## config.mk

```make
export PLATFORM = sky130hd
export DESIGN_NAME = gshare_btb_predictor
export DESIGN_NICKNAME = d
export VERILOG_FILES = /design/src/rtl/gshare_btb_predictor.sv
export SDC_FILE = /design/constraint.sdc
export NUM_CORES = 2
export LEC_CHECK = 0
export ABC_AREA = 1
export BUFFER_PORTS_ARGS = -buffer_cell sky130_fd_sc_hd__buf_2
export CAP_MARGIN = 25
export CORE_MARGIN = 2
export CORE_UTILIZATION = 45
export CTS_BUF_LIST = sky130_fd_sc_hd__clkbuf_2
export CTS_CLUSTER_SIZE = 8
export DETAILED_ROUTE_END_ITERATION = 10
export GPL_ROUTABILITY_DRIVEN = 0
export HOLD_SLACK_MARGIN = 0.1
export SETUP_SLACK_MARGIN = 0.3
export SYNTH_ARGS = -nofsm -noshare
export SYNTH_HDL_FRONTEND = slang
export SYNTH_SLANG_ARGS = --single-unit
```

## constraint.sdc

```tcl
create_clock -name clk -period 178.7 [get_ports clk]
set_clock_uncertainty 0.2 [all_clocks]
set_input_delay 26.805 -clock clk [delete_from_list [all_inputs] [get_ports clk]]
set_output_delay 26.805 -clock clk [all_outputs]
set_load 0.02 [all_outputs]
```

## src/rtl/gshare_btb_predictor.sv

```systemverilog
// Next-PC predictor for the RV32I front end: a direct-mapped BTB, a gshare table of
// saturating counters and a speculative global history that is repaired on mispredict.
module gshare_btb_predictor #(
    parameter int XLEN       = 32,
    parameter int INDEX_BITS = 5,
    parameter int GHR_BITS   = 5,
    parameter int CTR_BITS   = 2
) (
    input  logic                clk,
    input  logic                reset,
    input  logic [XLEN-1:0]     if_pc,
    input  logic                if_fire,
    output logic                pred_taken,
    output logic [XLEN-1:0]     pred_next_pc,
    output logic [GHR_BITS-1:0] pred_ghr,
    input  logic                upd_valid,
    input  logic [XLEN-1:0]     upd_pc,
    input  logic                upd_is_cond,
    input  logic                upd_is_jump,
    input  logic                upd_taken,
    input  logic [XLEN-1:0]     upd_target,
    input  logic                upd_pred_taken,
    input  logic [XLEN-1:0]     upd_pred_next_pc,
    input  logic [GHR_BITS-1:0] upd_ghr,
    output logic                mispredict
);

    localparam int ENTRIES  = 1 << INDEX_BITS;
    localparam int TAG_BITS = XLEN - INDEX_BITS - 2;
    localparam logic [CTR_BITS-1:0] CTR_MAX  = '1;
    localparam logic [CTR_BITS-1:0] CTR_INIT = {1'b0, {(CTR_BITS-1){1'b1}}};

    logic                btb_valid  [ENTRIES];
    logic [TAG_BITS-1:0] btb_tag    [ENTRIES];
    logic [XLEN-1:0]     btb_target [ENTRIES];
    logic                btb_cond   [ENTRIES];
    logic [CTR_BITS-1:0] pht        [ENTRIES];
    logic [GHR_BITS-1:0] ghr;
    logic [GHR_BITS-1:0] ghr_next;

    logic [INDEX_BITS-1:0] if_idx, if_pidx, upd_idx, upd_pidx;
    logic [TAG_BITS-1:0]   if_tag, upd_tag;
    logic                  hit;
    logic                  is_ctrl;
    logic [XLEN-1:0]       actual_next;
    logic [CTR_BITS-1:0]   ctr_cur, ctr_next;
    logic [GHR_BITS-1:0]   spec_ghr, rec_ghr;

    // The carried prediction flag is redundant with the carried next PC.
    logic unused_pred_taken;
    assign unused_pred_taken = upd_pred_taken;

    assign if_idx   = if_pc[INDEX_BITS+1:2];
    assign if_tag   = if_pc[XLEN-1:INDEX_BITS+2];
    assign upd_idx  = upd_pc[INDEX_BITS+1:2];
    assign upd_tag  = upd_pc[XLEN-1:INDEX_BITS+2];
    assign if_pidx  = if_idx ^ INDEX_BITS'(ghr);
    assign upd_pidx = upd_idx ^ INDEX_BITS'(upd_ghr);

    assign hit          = btb_valid[if_idx] && (btb_tag[if_idx] == if_tag);
    assign pred_taken   = hit && (!btb_cond[if_idx] || pht[if_pidx][CTR_BITS-1]);
    assign pred_next_pc = pred_taken ? btb_target[if_idx] : if_pc + XLEN'(4);
    assign pred_ghr     = ghr;

    assign is_ctrl     = upd_is_cond || upd_is_jump;
    assign actual_next = upd_taken ? upd_target : upd_pc + XLEN'(4);
    assign mispredict  = upd_valid && is_ctrl && (upd_pred_next_pc != actual_next);

    generate
        if (GHR_BITS == 1) begin : g_ghr_one
            assign spec_ghr = pred_taken;
            assign rec_ghr  = upd_taken;
        end else begin : g_ghr_shift
            assign spec_ghr = {ghr[GHR_BITS-2:0], pred_taken};
            assign rec_ghr  = {upd_ghr[GHR_BITS-2:0], upd_taken};
        end
    endgenerate

    // Repair from the resolving instruction outranks the speculative shift.
    always_comb begin
        ghr_next = ghr;
        if (mispredict && upd_is_cond)
            ghr_next = rec_ghr;
        else if (mispredict && upd_is_jump)
            ghr_next = upd_ghr;
        else if (if_fire && hit && btb_cond[if_idx])
            ghr_next = spec_ghr;
    end

    always_comb begin
        ctr_cur  = pht[upd_pidx];
        ctr_next = ctr_cur;
        if (upd_taken && ctr_cur != CTR_MAX)
            ctr_next = ctr_cur + CTR_BITS'(1);
        else if (!upd_taken && ctr_cur != '0)
            ctr_next = ctr_cur - CTR_BITS'(1);
    end

    always_ff @(posedge clk or posedge reset) begin
        if (reset) begin
            for (int i = 0; i < ENTRIES; i++) begin
                btb_valid[i]  <= 1'b0;
                btb_tag[i]    <= '0;
                btb_target[i] <= '0;
                btb_cond[i]   <= 1'b0;
                pht[i]        <= CTR_INIT;
            end
            ghr <= '0;
        end else begin
            if (upd_valid && upd_taken && is_ctrl) begin
                btb_valid[upd_idx]  <= 1'b1;
                btb_tag[upd_idx]    <= upd_tag;
                btb_target[upd_idx] <= upd_target;
                btb_cond[upd_idx]   <= upd_is_cond;
            end
            if (upd_valid && upd_is_cond)
                pht[upd_pidx] <= ctr_next;
            ghr <= ghr_next;
        end
    end

endmodule
```

==> metrics <==
Vias 82910; final design utilization 0.4876; CP startpoint kind input port; post-synth top area cell dfrtp_1; Pre-antenna DRT Iters 6; ys flop type dfrtp_1; largest net degree at the start of global routing 190; post-synth top area share 0.5283; vias in the first global route 78590; Die H 454.2 um; cell area power density 10.24 nW/um^2; Arr. time, crit path 34.78 ns; relative slew slack 0.1107; grt total ovfl 0; post-synthesis net count 11590; clock buffer depth 4; clock share of power 0.323; Critical Path Source if_pc[2]; initial cell density of the core 0.4521; final-report hold violation count 0; # rows 165; Fmax achieved 16.19 MHz; clk_lat worst skew 1.96 ns; Layout Nets 11530; CTS Root Cell clkbuf_2; H-tree levels 6; per-cell routed wire length 22.93 um; GRT Util Overall 0.3192; ANT nets after route 0; Critical Path End Type output port; Comb power frac 0.149; CTS tree built; Hold-fix buffers, CTS 0; outcome finished clean; Layout fillers 19830; CTS resizes 0; Worst Hold Class reg -> reg; EDFF count, synth 0; Reg power frac 0.529; reg-to-reg slack, setup 174.50 ns; largest cells by area after synthesis dfrtp_1 (53%), o21ai_0 (15%), nand2_1 (13%); Psw 0.0003232 W; via density per instance 5.733; io pins 180; first-pass GRT wire length 498000 um; synth-to-layout area growth 7.855%; most common cell in the synthesized netlist nand2_1; Post-CTS Setup Bufs 0; CP max FO 182; CTS Buf Count 548; static leakage 46.84 nW; Post-synth top cells nand2_1 (3105), o21ai_0 (2698), dfrtp_1 (1925); capture point of the worst path pred_next_pc[7]; core area 201700 sq um; reg2reg start pred_ghr[1]; Final Cycle Share 0.3457; initial antenna violation count 33; max cap viols 0; Yosys reg bits 1957; Synth Instances 11440; worst slack, placed 117.28 ns; warnings from Yosys 0; Pint 0.0006834 W; mapped cell area 91190 sq um; Pwr Total 0.001007 W; die area 206300 sq um; clock sinks 1957; Setup TNS 0 ns; Post-Layout Inst Area 98350 sq um; VDD IR max 0.005786 mV; Netlist cell types 48; worst slew pin tran 1.334 ns; Area after DPL 93260 sq um; sequential share of the synthesized area 0.5375; Avg Cell Area, Syn 7.969 sq um; Final min period 61.78 ns; RSZ-0062 raised after global routing false; DRC 0; crit path kind in -> out; iteration-0 DRC count of the detailed router 8978; detailed placement HPWL 183300 um; fraction of registers with async set/reset 1.000; Reg clk slew, reported paths 0.09 ns; Final Max Tran Viols 0; Total Wirelength 331600 um; Finish-stage setup viols 0; Chip Width 454.2 um; r2r worst-path depth 13; Worst EP required 151.69 ns; layout cells sized above 1 0.1129; Sw Share 0.3211; reg2reg end pred_ghr[0]; port bufs 178; Final Worst Setup Slack 116.92 ns
-- metal layers --
layer | up-vias | track usage | part of all wire
met5 | - | 0 | 0.000078
met4 | 4 | 0.1803 | 0.056
met3 | 868 | 0.05721 | 0.083
met2 | 3967 | 0.4965 | 0.45
met1 | 39980 | 0.4217 | 0.41
li1 | 38090 | - | -
-- worst max-delay path, stage by stage --
cell and delay (ns):
buf_8 0.22, inv_16 0.48, buf_12 0.59, buf_4 0.81, buf_4 0.89, buf_4 0.59, nand2_1 0.09, o211ai_1 0.10
nand3_1 0.10, nand3_1 0.10, nand2_1 0.23, nand2_1 0.20, nand2_1 0.06, nand2_1 0.05, nand2_1 0.05, nor2_1 0.11
nand2_1 0.07, nor2_2 0.38, nand3_4 0.37, inv_2 0.42, o21ai_0 0.56, o21ai_0 0.57, buf_2 0.30
-- cell usage in the layout, fill, tap and decap left out, drive strengths merged, types with 2 or more instances in the layout --
cell type / count
a211oi: 3
a21o: 2
a21oi: 110
a221o: 29
a22o: 3
a31oi: 59
buf: 365
bufinv: 6
clkbuf: 833
clkinv: 81
dfrtp: 1925
dfstp: 32
diode: 31
ha: 7
inv: 323
nand2: 3110
nand3: 522
nand3b: 21
nand4: 21
nor2: 1182
nor3: 27
nor4: 3
o211ai: 56
o21ai: 2717
o221ai: 63
o22ai: 205
o311ai: 6
o31ai: 4
or2: 4
xnor2: 9
xor2: 24
-- how the worst min path moves through the flow --
stage,start,to,depth (start not counted)
after floorplan,btb_valid[11],btb_valid[11],2
after global placement,btb_valid[13],btb_valid[13],2
after detailed placement,btb_valid[31],btb_valid[31],2
after CTS,btb_valid[31],btb_valid[31],2
after global routing,btb_valid[11],btb_valid[11],2
final,btb_valid[31],btb_valid[31],2
-- through the flow --
stage	hold WS, ns	instances
floorplan	0.2194	11440
CTS	0.2585	14420
global placement	0.2310	13470
detailed placement	0.2354	13490
finish	0.2558	14460
global route	0.2810	14450
-- cells by family (layout without fill, tap and decap cells) --
group	Yosys count	after routing	share of synthesized area
AOI/OAI and AO/OA	3259	3259	0.1889
xor gates and xnor gates	33	33	0.003252
adders and majority gates	7	7	0.0009604
buffers and inverters	1294	1609	0.05755
DFF	1957	1957	0.5375
muxes	1	1	0.0001098
other	0	31	0
and+or+nand+nor	4892	4892	0.2118
-- power by group through the flow --
| stage | clock [W] | sequential, W | combinational [W] |
|---|---|---|---|
| 3_5_place_dp | 0 | 0.000540 | 0.000147 |
| 5_1_grt | 0.000356 | 0.000539 | 0.000171 |
| 4_1_cts | 0.000332 | 0.000532 | 0.000148 |
| 6_report | 0.000325 | 0.000532 | 0.000150 |
| 3_3_place_gp | 0 | 0.000538 | 0.000143 |
| 2_1_floorplan | 0 | 0.000538 | 0.000107 |
-- sequential cells by signal (all words and copies together), names as in the netlist --
signal and flops:
btb_cond 32, btb_tag 800, pred_ghr 5, pht 64, btb_target 1024, btb_valid 32
-- layout make-up --
cell class                      instances  area [sq um]  area share
Sequential cell                      1957         49010      0.4983
Multi-Input combinational cell       8192         37150      0.3777
Clock buffer                          832          4164     0.04234
Tap cell                             2672          3343     0.03399
Timing Repair Buffer                  366          2834     0.02881
Inverter                              314          1235     0.01256
Clock inverter                         97         534.3    0.005432
Antenna cell                           31         77.57   0.0007887
Note: power is estimated with default switching activity, not from simulation.
